==> src/rtl/vga_draw_arbiter.sv <==
// vga_draw_arbiter: merges the eraser and two burst clients into one registered VGA write port.
// The eraser preempts without changing burst state; off-screen pixels are dropped and counted.
module vga_draw_arbiter #(
    parameter int XSCREEN = 640,
    parameter int YSCREEN = 480
) (
    input  logic       Clock,
    input  logic       Resetn,
    input  logic       erase_active,
    input  logic [9:0] erase_x,
    input  logic [8:0] erase_y,
    input  logic [8:0] erase_color,
    input  logic       erase_write,
    input  logic       c0_valid,
    input  logic [9:0] c0_x,
    input  logic [8:0] c0_y,
    input  logic [8:0] c0_color,
    input  logic       c0_last,
    output logic       c0_ready,
    input  logic       c1_valid,
    input  logic [9:0] c1_x,
    input  logic [8:0] c1_y,
    input  logic [8:0] c1_color,
    input  logic       c1_last,
    output logic       c1_ready,
    output logic [9:0] VGA_X,
    output logic [8:0] VGA_Y,
    output logic [8:0] VGA_COLOR,
    output logic       VGA_WRITE,
    output logic [15:0] drop_count,
    output logic       busy
);
    localparam logic [1:0] IDLE  = 2'd0;
    localparam logic [1:0] HOLD0 = 2'd1;
    localparam logic [1:0] HOLD1 = 2'd2;
    localparam logic [9:0] XMAX = 10'(XSCREEN);
    localparam logic [8:0] YMAX = 9'(YSCREEN);

    logic [1:0] r_state;
    logic       r_rr;
    logic       w_idle_g0, w_idle_g1, w_acc0, w_acc1, w_pv, w_inb;
    logic [9:0] w_px;
    logic [8:0] w_py, w_pc;

    // rr only breaks ties when both clients request in IDLE
    assign w_idle_g0 = c0_valid && (!c1_valid || !r_rr);
    assign w_idle_g1 = c1_valid && (!c0_valid || r_rr);
    assign c0_ready  = Resetn && !erase_active && (r_state == HOLD0 || (r_state == IDLE && w_idle_g0));
    assign c1_ready  = Resetn && !erase_active && (r_state == HOLD1 || (r_state == IDLE && w_idle_g1));
    assign w_acc0    = c0_valid && c0_ready;
    assign w_acc1    = c1_valid && c1_ready;
    assign w_px      = erase_active ? erase_x : w_acc1 ? c1_x : c0_x;
    assign w_py      = erase_active ? erase_y : w_acc1 ? c1_y : c0_y;
    assign w_pc      = erase_active ? erase_color : w_acc1 ? c1_color : c0_color;
    assign w_pv      = erase_active ? erase_write : (w_acc0 || w_acc1);
    assign w_inb     = w_px < XMAX && w_py < YMAX;
    assign busy      = r_state != IDLE || erase_active;

    always_ff @(posedge Clock) begin
        if (!Resetn) begin
            r_state    <= IDLE;
            r_rr       <= 1'b0;
            VGA_X      <= '0;
            VGA_Y      <= '0;
            VGA_COLOR  <= '0;
            VGA_WRITE  <= 1'b0;
            drop_count <= '0;
        end else begin
            VGA_WRITE <= w_pv && w_inb;
            if (w_pv && w_inb) begin
                VGA_X     <= w_px;
                VGA_Y     <= w_py;
                VGA_COLOR <= w_pc;
            end
            if (w_pv && !w_inb && drop_count != 16'hFFFF)
                drop_count <= drop_count + 16'd1;
            if (w_acc0) begin
                r_state <= c0_last ? IDLE : HOLD0;
                if (c0_last) r_rr <= 1'b1;
            end
            if (w_acc1) begin
                r_state <= c1_last ? IDLE : HOLD1;
                if (c1_last) r_rr <= 1'b0;
            end
        end
    end
endmodule
==> config.mk <==
export PLATFORM = sky130hd
export DESIGN_NAME = vga_draw_arbiter
export DESIGN_NICKNAME = d
export VERILOG_FILES = /design/src/rtl/vga_draw_arbiter.sv
export SDC_FILE = /design/constraint.sdc
export NUM_CORES = 1
export LEC_CHECK = 0
export ABC_AREA = 1
export ABC_CLOCK_PERIOD_IN_PS = 2800
export BUFFER_PORTS_ARGS = -buffer_cell sky130_fd_sc_hd__buf_4
export CORE_AREA = 4 4 77 94
export CTS_CLUSTER_SIZE = 8
export DETAILED_ROUTE_END_ITERATION = 16
export DIE_AREA = 0 0 81 98
export PLACE_DENSITY = 0.85
export SLEW_MARGIN = 20
export SYNTH_ARGS = -nofsm -noshare
export SYNTH_HDL_FRONTEND = slang
export SYNTH_SLANG_ARGS = --single-unit
==> constraint.sdc <==
create_clock -name Clock -period 2.8 [get_ports Clock]
set_clock_uncertainty 0.1 [all_clocks]
set_input_delay 0.56 -clock Clock [delete_from_list [all_inputs] [get_ports Clock]]
set_output_delay 0.56 -clock Clock [all_outputs]
set_load 0.02 [all_outputs]
Word-level counts from Yosys, hierarchy flattened

Cells that the tools add are included.

Latch bits: 0
Flip-flop bits (word level): 48
Memories kept: 0
Memory bits (writable): 0
Bits of input ports: 92
Memory bits (read-only): 0
Output and inout bits: 48

Div/mod/pow operators: 0
$mul: 0
Reductions and logical operators: 27
$lt $le $gt $ge: 2
Multiplexer cells: 15
Shift operators: 0
$add $sub $neg: 1
Equal/unequal tests: 3
Bitwise operators: 0

Operator list:

| cell                                           | number |
|---|---|
| 2-to-1 mux 9 bit                               | 4 |
| 2-to-1 mux 10 bit                              | 2 |
| adder 16 x 1 -> 16 bit (second input constant) | 1 |
| != test 16 bit (second input constant)         | 1 |
| logical AND 1 bit                              | 13 |
| < comparator 10 bit (second input constant)    | 1 |
| < comparator 9 bit (second input constant)     | 1 |
| logical OR 1 bit                               | 6 |
| 2-to-1 mux 1 bit                               | 6 |
| 2-to-1 mux 2 bit                               | 3 |
| zero test 1 bit                                | 5 |
| nonzero test 2 bit                             | 2 |
| == test 2 x 1 -> 1 bit (second input constant) | 1 |
| == test 2 bit (second input constant)          | 1 |
| zero test 2 bit                                | 1 |

Logic depth before layout (Yosys ltp)

Gate-level depths: netlist (run 1).

Depth after elaboration: 14
Gate-level depth with buffers: 16

Worst setup path before layout (run 1)

Ideal clock, no wire load.

Path type: input to register
From: in c1_valid
To: reg VGA_COLOR[5]
Arrival: 2219 ps
Path buffers: 3
Setup slack: 365 ps
Stages on the path: 11
Required time: 2584 ps
Path through: buf_4 -> nand2_1 -> a21oi_1 -> nor3_1 -> nand2_1 -> nand3_2 -> nand3_2 -> buf_6 -> buf_6 -> o21ai_1 -> a21oi_1

Cells in the longest elaborated chain, start to end: 10
Elaborated cells on any way between the ends: 24
Classes of those cells: order compare: 2; mux: 7; reduce/logical: 15

Ends and longest elaborated chain:

| what                 | line | RTL |
|---|---|---|
| start, declared      | 20   | `input logic c1_valid,` |
| zero test 1 bit      | 46   | `assign w_idle_g0 = c0_valid && (!c1_valid \|\| !r_rr);` |
| logical OR 1 bit     | 46   |  |
| logical AND 1 bit    | 46   |  |
| logical AND 1 bit    | 48   | `assign c0_ready = Resetn && !erase_active && (r_state == HOLD0 \|\| (r_state == IDLE && w_idle_g0));` |
| logical OR 1 bit     | 48   |  |
| logical AND 1 bit    | 48   |  |
| net c0_ready         | 19   | `output logic c0_ready,` |
| logical AND 1 bit    | 50   | `assign w_acc0 = c0_valid && c0_ready;` |
| logical OR 1 bit     | 55   | `assign w_pv = erase_active ? erase_write : (w_acc0 \|\| w_acc1);` |
| 2-to-1 mux 1 bit     | 55   |  |
| logical AND 1 bit    | 70   | `if (w_pv && w_inb) begin` |
| end signal, assigned | 73   | `VGA_COLOR <= w_pc;` |
| end, declared        | 28   | `output logic [8:0] VGA_COLOR,` |

The timed path passes the listed nets, and every way through them passes these cells.
A chain may end at the register's enable or synchronous reset.

Worst setup path after layout (run 1)

From: in erase_active
To: reg VGA_X[4]

Cells in the longest elaborated chain, start to end: 9
Elaborated cells on any way between the ends: 16
Classes of those cells: order compare: 2; mux: 5; reduce/logical: 9

Ends and longest elaborated chain:

| what                                                                | line   | RTL |
|---|---|---|
| start, declared                                                     | 9      | `input logic erase_active,` |
| zero test 1 bit                                                     | 48, 49 |  |
| logical AND 1 bit                                                   | 48, 49 |  |
| logical AND 1 bit                                                   | 49     | `assign c1_ready = Resetn && !erase_active && (r_state == HOLD1 \|\| (r_state == IDLE && w_idle_g1));` |
| logical AND 1 bit                                                   | 51     | `assign w_acc1 = c1_valid && c1_ready;` |
| 2-to-1 mux 10 bit or 2-to-1 mux 9 bit (tied branches) (2 in series) | 52, 53 |  |
| < comparator 10 bit or < comparator 9 bit (tied branches)           | 56     | `assign w_inb = w_px < XMAX && w_py < YMAX;` |
| logical AND 1 bit                                                   | 56     |  |
| logical AND 1 bit                                                   | 70     |  |
| end signal, assigned                                                | 71     | `VGA_X <= w_px;` |
| end, declared                                                       | 26     | `output logic [9:0] VGA_X,` |

Several ways; a longest one is shown, not always the timed one.

==> impl_summary.log, run 1 <==
[metrics] number of failing setup endpoints in the final timing report: 0
[metrics] result of the run: finished, final reports clean
[metrics] chain of cells forming the critical path: buf_4, inv_2, nand2_4, nor2_8, nand3_4, nand2_1, nand3_1, nand2_1, nand2_1, nand2_2, nand3_2, buf_12, o21ai_0, a21oi_1
[metrics] Max Cap Viol: 0
[metrics] Post-route DRC: 0
[metrics] post-synth net total: between 500 and 600
[metrics] global-route wire length before repair: between 10 and 15 mm
[metrics] layout overhead on the synthesized area: 41.6%
[metrics] Crit-path slowest cell: sky130_fd_sc_hd__buf_12
[metrics] R2R setup slack: about 0.65 ns
[metrics] Netlist cell types: 30
[metrics] number of warnings printed during yosys synthesis: 0
[metrics] Std-Cell Rows: 32
[metrics] number of clock buffers inserted by TritonCTS: 5
[metrics] utilization after layout: 0.639
[metrics] area share of the largest cell type after synthesis: 0.337
[metrics] number of cells on the worst hold path: 2
[metrics] Worst Path Class, Setup: in -> reg
[metrics] hold violation count in the final report: 0
[metrics] fraction of final layout cells with drive strength greater than 1: 0.309
[metrics] setup slack after placement: 0.207 ns
[metrics] worst reg-to-reg path cell count: 14
[metrics] average routed wire per standard cell: 13.2 µm
[metrics] fin crit share: 0.822
[metrics] critical path's most frequent cell: sky130_fd_sc_hd__nand2_1
[metrics] cell count after synthesis: roughly 430
[metrics] portion of the post-synthesis area used by sequential elements: 0.337
[metrics] leading area contributor after synthesis: sky130_fd_sc_hd__dfxtp_1
[metrics] final net count: approximately 650
[metrics] most used standard cell by instance count after synthesis: sky130_fd_sc_hd__nand2_1
[metrics] Yosys reg bits: between 40 and 50
[metrics] root buf cell: sky130_fd_sc_hd__clkbuf_8
[metrics] Mapped Area: between 0.002 and 0.003 mm²
[metrics] ant diodes: 0
[metrics] total of cells resized after clock tree synthesis: 0
[metrics] clock period minus worst slack: 2.30 ns
[metrics] setup_tns: 0 ns
[metrics] largest stage delay on the critical path: between 0.2 and 0.3 ns
[metrics] effective utilization at floorplan: 0.451
[metrics] Die X-Extent: 81 µm
[metrics] cell count after placement: ~630
[metrics] worst slew margin relative to its limit: 0.653
[metrics] grt total ovfl: 0
[metrics] first-iteration detailed-routing DRC count: approximately 150
[metrics] top cells by area in the synthesized netlist: sky130_fd_sc_hd__dfxtp_1 (34%), sky130_fd_sc_hd__nand2_1 (13%), sky130_fd_sc_hd__a21oi_1 (6.8%), sky130_fd_sc_hd__inv_1 (5.7%), sky130_fd_sc_hd__nor2_1 (4.9%)
[metrics] Final HPWL DP: 6.64 mm
[metrics] startpoint type of the worst setup path: input port
[metrics] Hold Path Class: reg -> reg
[metrics] total via count after detailed routing: roughly 3300
[metrics] number of top-level pins: 140
[metrics] global placer's final weighted congestion: between 0.9 and 1
[metrics] static leakage: about 1.9 nW
[metrics] sort of element at the end of the critical path: flop
[metrics] CTS tree: yes
[metrics] die height: between 90 and 100 µm
[metrics] Primary FF master, synth: sky130_fd_sc_hd__dfxtp_1
[metrics] hold slack final: about 0.35 ns
[metrics] Clock transition at path regs: about 0.10 ns
[metrics] level count of the clock H-tree: 2
[metrics] max-slew violation total from the final report: 0
[metrics] slew at the pin closest to its max-slew limit: between 0.5 and 0.6 ns
[metrics] detailed-route vias per instance: 5.12
[metrics] required time at the worst-slack endpoint: 2.88 ns
[metrics] post-route setup slack: 0.500 ns
[metrics] setup fix buffers added after clock tree synthesis: 0
[metrics] power density relative to cell area: about 420 mW/mm²
[metrics] non-filler instance count after layout: around 640
[metrics] Num Clock Sinks: 48
[metrics] maximum clock insertion buffer count: 2
[metrics] count of port buffers added during placement: ~140
[metrics] CP Data Arrival Time: about 2.4 ns
[metrics] Syn Area/Cell: 6.68 µm²
[metrics] remaining antenna violation count: 0
[metrics] critical path fanouts, max: 50
[metrics] quantity of hold-fixing buffers added after cts: 0
[metrics] insertion delay to the later sink of the worst-skew pair: ~0.30 ns
[metrics] setup repair after global routing missed its margin: no
[metrics] WL final: about 8.5 mm
[metrics] die outline area: slightly below 0.008 mm²
[metrics] Max Fclk: 0.435 GHz
[metrics] most common library cells after synthesis: sky130_fd_sc_hd__nand2_1 (100), sky130_fd_sc_hd__dfxtp_1 (48), sky130_fd_sc_hd__inv_1 (43)
[metrics] vias in the first global route: 3199
[metrics] drt pass-1 iters: 4
[metrics] number of antenna violations at the first check in global routing: 0
[metrics] async set or reset register ratio after synthesis: 0
[metrics] maximum number of pins on one net before global-route repair: between 50 and 60
[metrics] largest vdd supply drop: between 150 and 200 µV
[metrics] number of flops mapped to enable cells by yosys: 0
[metrics] total core area: approximately 0.0063 mm²
[metrics] GRT Overall Usage: 0.217
[through the flow]
| stage | power [mW] | cell area, µm² |
|---|---|---|
| 6_report | 1.69 | 4040 |
| 5_1_grt | 1.77 | 4040 |
| 4_1_cts | 1.70 | 4040 |
| 3_5_place_dp | 1.20 | 3930 |
| 3_3_place_gp | 1.19 | 3930 |
| 2_1_floorplan | 0.995 | 2850 |
[path summary, 6_finish.rpt]
kind,startpoint,to
setup / recovery,erase_active,VGA_X[4]$_SDFFE_PN0P_
hold / removal,VGA_Y[4]$_SDFFE_PN0P_,VGA_Y[4]$_SDFFE_PN0P_
setup reg to reg,r_rr$_SDFF_PN0_,VGA_X[4]$_SDFFE_PN0P_
hold reg to reg,VGA_Y[4]$_SDFFE_PN0P_,VGA_Y[4]$_SDFFE_PN0P_
[logic make-up (layout without fill, tap and decap cells)]
| group | Yosys count | in the layout | synth area share |
|---|---|---|---|
| flip-flops | 48 | 48 | 0.337 |
| buffers and inverters | 70 | 200 | 0.112 |
| adder cells (fa/ha/maj) | 1 | 1 | 0.00438 |
| XOR/XNOR | 13 | 13 | 0.0399 |
| AND/OR/NAND/NOR | 204 | 204 | 0.337 |
| AO/OA/AOI/OAI | 91 | 91 | 0.170 |
[critical path, delay by kind of cell]
family | cells | cell delay [ns]
buf+inv | 3 | 0.55
simple gates | 9 | 1.02
compound gates | 2 | 0.25
[layer usage]
layer,track usage,share of wire,up-vias
met5,0,0,-
met3,0.0535,0.076,18
li1,-,-,1664
met4,0.0689,0.022,0
met2,0.386,0.52,134
met1,0.250,0.38,1470
[layout make-up]
type                    count  area [µm²]
repair buffers            147        1120
clock buffers               5        68.8
flip-flops and latches     48         961
clock inverters             3        46.3
multi-input cells         309        1570
well taps                  85         106
inverters                  45         169
fillers                   576        2290
[sequential cells by signal, indices dropped and copies added, names as in the netlist]
register    count
drop_count     16
VGA_X          10
VGA_COLOR       9
VGA_Y           9
r_state         2
VGA_WRITE       1
r_rr            1
[where the power goes]
| part | total, mW | switching, mW | internal, mW |
|---|---|---|---|
| clock | 0.512 | 0.242 | 0.269 |
| combinational | 0.430 | 0.228 | 0.202 |
| sequential | 0.749 | 0.0260 | 0.723 |
[cells in the final DEF (no fill, tap or decap)]
cell type,netlist,layout
sky130_fd_sc_hd__o21a_1,1,1
sky130_fd_sc_hd__buf_4,2,146
sky130_fd_sc_hd__a21oi_1,39,39
sky130_fd_sc_hd__o21ai_0,14,14
sky130_fd_sc_hd__clkbuf_8,0,5
sky130_fd_sc_hd__nor2_8,1,1
sky130_fd_sc_hd__nand3_2,2,2
sky130_fd_sc_hd__nor3_1,6,6
sky130_fd_sc_hd__buf_12,0,1
sky130_fd_sc_hd__or2_2,6,6
sky130_fd_sc_hd__nand4_1,21,21
sky130_fd_sc_hd__xor2_1,11,11
sky130_fd_sc_hd__nand3_1,14,14
sky130_fd_sc_hd__nor4_1,3,3
sky130_fd_sc_hd__inv_2,1,1
sky130_fd_sc_hd__clkinv_1,1,1
sky130_fd_sc_hd__nand2_2,3,3
sky130_fd_sc_hd__bufinv_16,0,1
sky130_fd_sc_hd__dfxtp_1,48,48
sky130_fd_sc_hd__xnor2_1,2,2
sky130_fd_sc_hd__ha_1,1,1
sky130_fd_sc_hd__clkinvlp_4,0,1
sky130_fd_sc_hd__o21ai_1,16,16
sky130_fd_sc_hd__nor2_1,37,37
sky130_fd_sc_hd__inv_1,43,43
sky130_fd_sc_hd__nand3_4,2,2
sky130_fd_sc_hd__inv_6,0,1
sky130_fd_sc_hd__and2_1,7,7
sky130_fd_sc_hd__nand2_1,100,100
sky130_fd_sc_hd__nand2_4,2,2
sky130_fd_sc_hd__a31oi_1,21,21
(Power assumes the default switching activity.)
==> run 2: changes to the inputs <==
- ABC_CLOCK_PERIOD_IN_PS: 2800 -> 2200
- clock period: 2.8 -> 2.2 ns (I/O delays scaled with it)
==> run 2 against run 1 <==
Compared with the run above:
- flip-flop and latch count did not move
- final area rose by 3.2%
- core utilization rose by 2.1 points
- sequential power rose by 27%
- first-iteration DRC count fell by 47%
- critical endpoint is now drop_count[10]$_SDFFE_PN0P_
- largest power group unchanged
==> impl_summary.log, run 2 (synthesis gave the netlist of run 1 again) <==
[metrics] result of the run: finished, final reports clean
[metrics] maximum number of pins on one net before global-route repair: 48
[metrics] flip-flop count of the largest register, all copies and words added: 16
[metrics] routed length on met1: 3.26 mm
[metrics] Max Cap Viol: 0
[metrics] maximum clock insertion buffer count: 2
[metrics] setup_tns: 0 ns
[metrics] global placer's final weighted congestion: 0.935
[metrics] final design area excluding fillers: about 0.0042 mm²
[metrics] die height: roughly 98 µm
[metrics] Final HPWL DP: slightly below 7 mm
[metrics] vias in the first global route: roughly 3200
[metrics] hold slack final: approximately 0.32 ns
[metrics] required time at the worst-slack endpoint: 2.28 ns
[metrics] Clock transition at path regs: 0.09 ns
[metrics] HP Start: c0_last
[metrics] WL final: 8.55 mm
[metrics] P_sw: 616 µW
[metrics] Post-route DRC: 0
[metrics] CTS tree: yes
[metrics] count of port buffers added during placement: around 140
[metrics] number of top-level pins: 140
[metrics] grt total ovfl: 0
[metrics] detailed-route vias per instance: just over 5
[metrics] startpoint type of the worst setup path: flop
[metrics] GRT Overall Usage: 0.216
[metrics] total via count after detailed routing: between 3000 and 4000
[metrics] commonest cells after routing, fill and taps aside: sky130_fd_sc_hd__buf_4 (158), sky130_fd_sc_hd__nand2_1 (100), sky130_fd_sc_hd__dfxtp_1 (48), sky130_fd_sc_hd__inv_1 (43), sky130_fd_sc_hd__a21oi_1 (39)
[metrics] max-slew violation total from the final report: 0
[metrics] non-filler instance count after layout: around 660
[metrics] total core area: ~0.0063 mm²
[metrics] remaining antenna violation count: 0
[metrics] average routed wire per standard cell: about 13 µm
[metrics] level count of the clock H-tree: 2
[metrics] share of power burned in registers: 0.442
[metrics] number of antenna violations at the first check in global routing: 0
[metrics] top register by number of flip-flops: drop_count
[metrics] CP Data Arrival Time: around 2.0 ns
[metrics] insertion delay to the later sink of the worst-skew pair: 0.29 ns
[metrics] power density relative to cell area: around 520 mW/mm²
[metrics] Largest regs: drop_count x16, VGA_X x10
[metrics] critical path fanouts, max: 6
[metrics] cell count after placement: 647
[metrics] detailed-routed wire length on met3: 692 µm
[metrics] Max Fclk: around 0.5 GHz
[metrics] Num Clock Sinks: 48
[metrics] startpoint of the worst register-to-register path: drop_count[1]$_SDFFE_PN0P_
[metrics] effective utilization at floorplan: 0.451
[metrics] ant diodes: 0
[metrics] Worst Path Class, Setup: reg -> reg
[metrics] root buf cell: sky130_fd_sc_hd__clkbuf_8
[metrics] setup fix buffers added after clock tree synthesis: 0
[metrics] Clk network pwr share: 0.288
[metrics] fraction of final layout cells with drive strength greater than 1: 0.327
[metrics] drt pass-1 iters: 5
[metrics] fin crit share: 0.894
[metrics] most common cell after layout, fill and taps aside: sky130_fd_sc_hd__buf_4
[metrics] Sw Share: 0.286
[metrics] final net count: 663
[metrics] first-iteration detailed-routing DRC count: between 80 and 90
[metrics] largest vdd supply drop: ~340 µV
[metrics] hold violation count in the final report: 0
[metrics] post-place instance area: just over 0.004 mm²
[metrics] Hold Path Class: in -> reg
[metrics] worst slew margin relative to its limit: 0.706
[metrics] die outline area: approximately 0.0079 mm²
[metrics] global-route wire length before repair: about 14 mm
[metrics] number of clock buffers inserted by TritonCTS: 5
[metrics] sort of element at the end of the critical path: flop
[metrics] part of the total power dissipated in combinational logic: 0.270
[metrics] met2 wire length: approximately 4.4 mm
[metrics] setup repair after global routing missed its margin: no
[metrics] number of failing setup endpoints in the final timing report: 0
[metrics] critical path launch point: drop_count[1]$_SDFFE_PN0P_
[metrics] Std-Cell Rows: 32
[metrics] Die X-Extent: roughly 81 µm
[metrics] Pint: 1.54 mW
[metrics] static leakage: roughly 1.9 nW
[metrics] layout overhead on the synthesized area: 46.1%
[metrics] slew at the pin closest to its max-slew limit: around 0.44 ns
[metrics] highest layer used for signal routing: met4
[metrics] clock period minus worst slack: approximately 2 ns
run 2: cell types whose count changed in the layout (fill, tap and decap cells not counted), sizes merged:
cell,before,now
clkinvlp,1,0
clkinv,1,2
inv,45,44
buf,147,160
nand3,18,19
clkbuf,5,6
run 2: repair_timing:
item	in CTS	in global routing
endpoints found under the hold margin	0	0
endpoints found under the setup margin	0	15
gates resized for setup	0	2
hold buffers	0	0
run 2: path summary, 6_finish.rpt:
path                                               endpoint  slack (ns)  depth (start not counted)
worst max-delay path            drop_count[10]$_SDFFE_PN0P_        0.23                         11
worst min-delay path                r_state[0]$_SDFFE_PN0P_        0.32                          4
worst max register to register  drop_count[10]$_SDFFE_PN0P_        0.23                         11
worst min register to register        VGA_Y[4]$_SDFFE_PN0P_        0.35                          2
run 2: metrics by stage:
step                      setup WS (ns)  total power, mW   util
after global placement           0.0961             1.54  0.639
final                             0.233             2.15  0.659
after detailed placement         0.0449             1.55  0.639
after global routing           0.000760             2.28  0.659
after floorplan                   0.117             1.27      -
after CTS                         0.161             2.17  0.656
run 2: layer usage:
metal,GRT usage,up-vias
met4,0.0702,0
li1,-,1693
met2,0.385,138
met5,0,-
met3,0.0609,20
met1,0.241,1486
run 2: power groups by stage:
| stage | combinational (mW) | sequential, mW | clock, mW |
|---|---|---|---|
| final | 0.582 | 0.952 | 0.621 |
| after global routing | 0.635 | 0.959 | 0.686 |
| after CTS | 0.577 | 0.952 | 0.640 |
| after detailed placement | 0.577 | 0.971 | 0 |
| after global placement | 0.567 | 0.970 | 0 |
| after floorplan | 0.241 | 1.03 | 0 |
run 2: cell type report:
cell class,instances,area (µm²)
sequential,48,961
tap,85,106
timing repair buffer,160,1230
clock inverter,2,35.0
inverter,45,169
clock buffer,6,72.6
multi-input combinational,310,1600
fill,579,2160
run 2: critical path, stage by stage, from the launching register on:
cell and delay [ns]:
sky130_fd_sc_hd__dfxtp_1 0.42, sky130_fd_sc_hd__ha_1 0.21, sky130_fd_sc_hd__nand2_1 0.08, sky130_fd_sc_hd__inv_1 0.06, sky130_fd_sc_hd__nand2_1 0.10, sky130_fd_sc_hd__inv_1 0.09
sky130_fd_sc_hd__nand2_1 0.09, sky130_fd_sc_hd__nor2_1 0.13, sky130_fd_sc_hd__nand3_2 0.19, sky130_fd_sc_hd__buf_4 0.23, sky130_fd_sc_hd__nand4_1 0.09, sky130_fd_sc_hd__a21oi_1 0.07
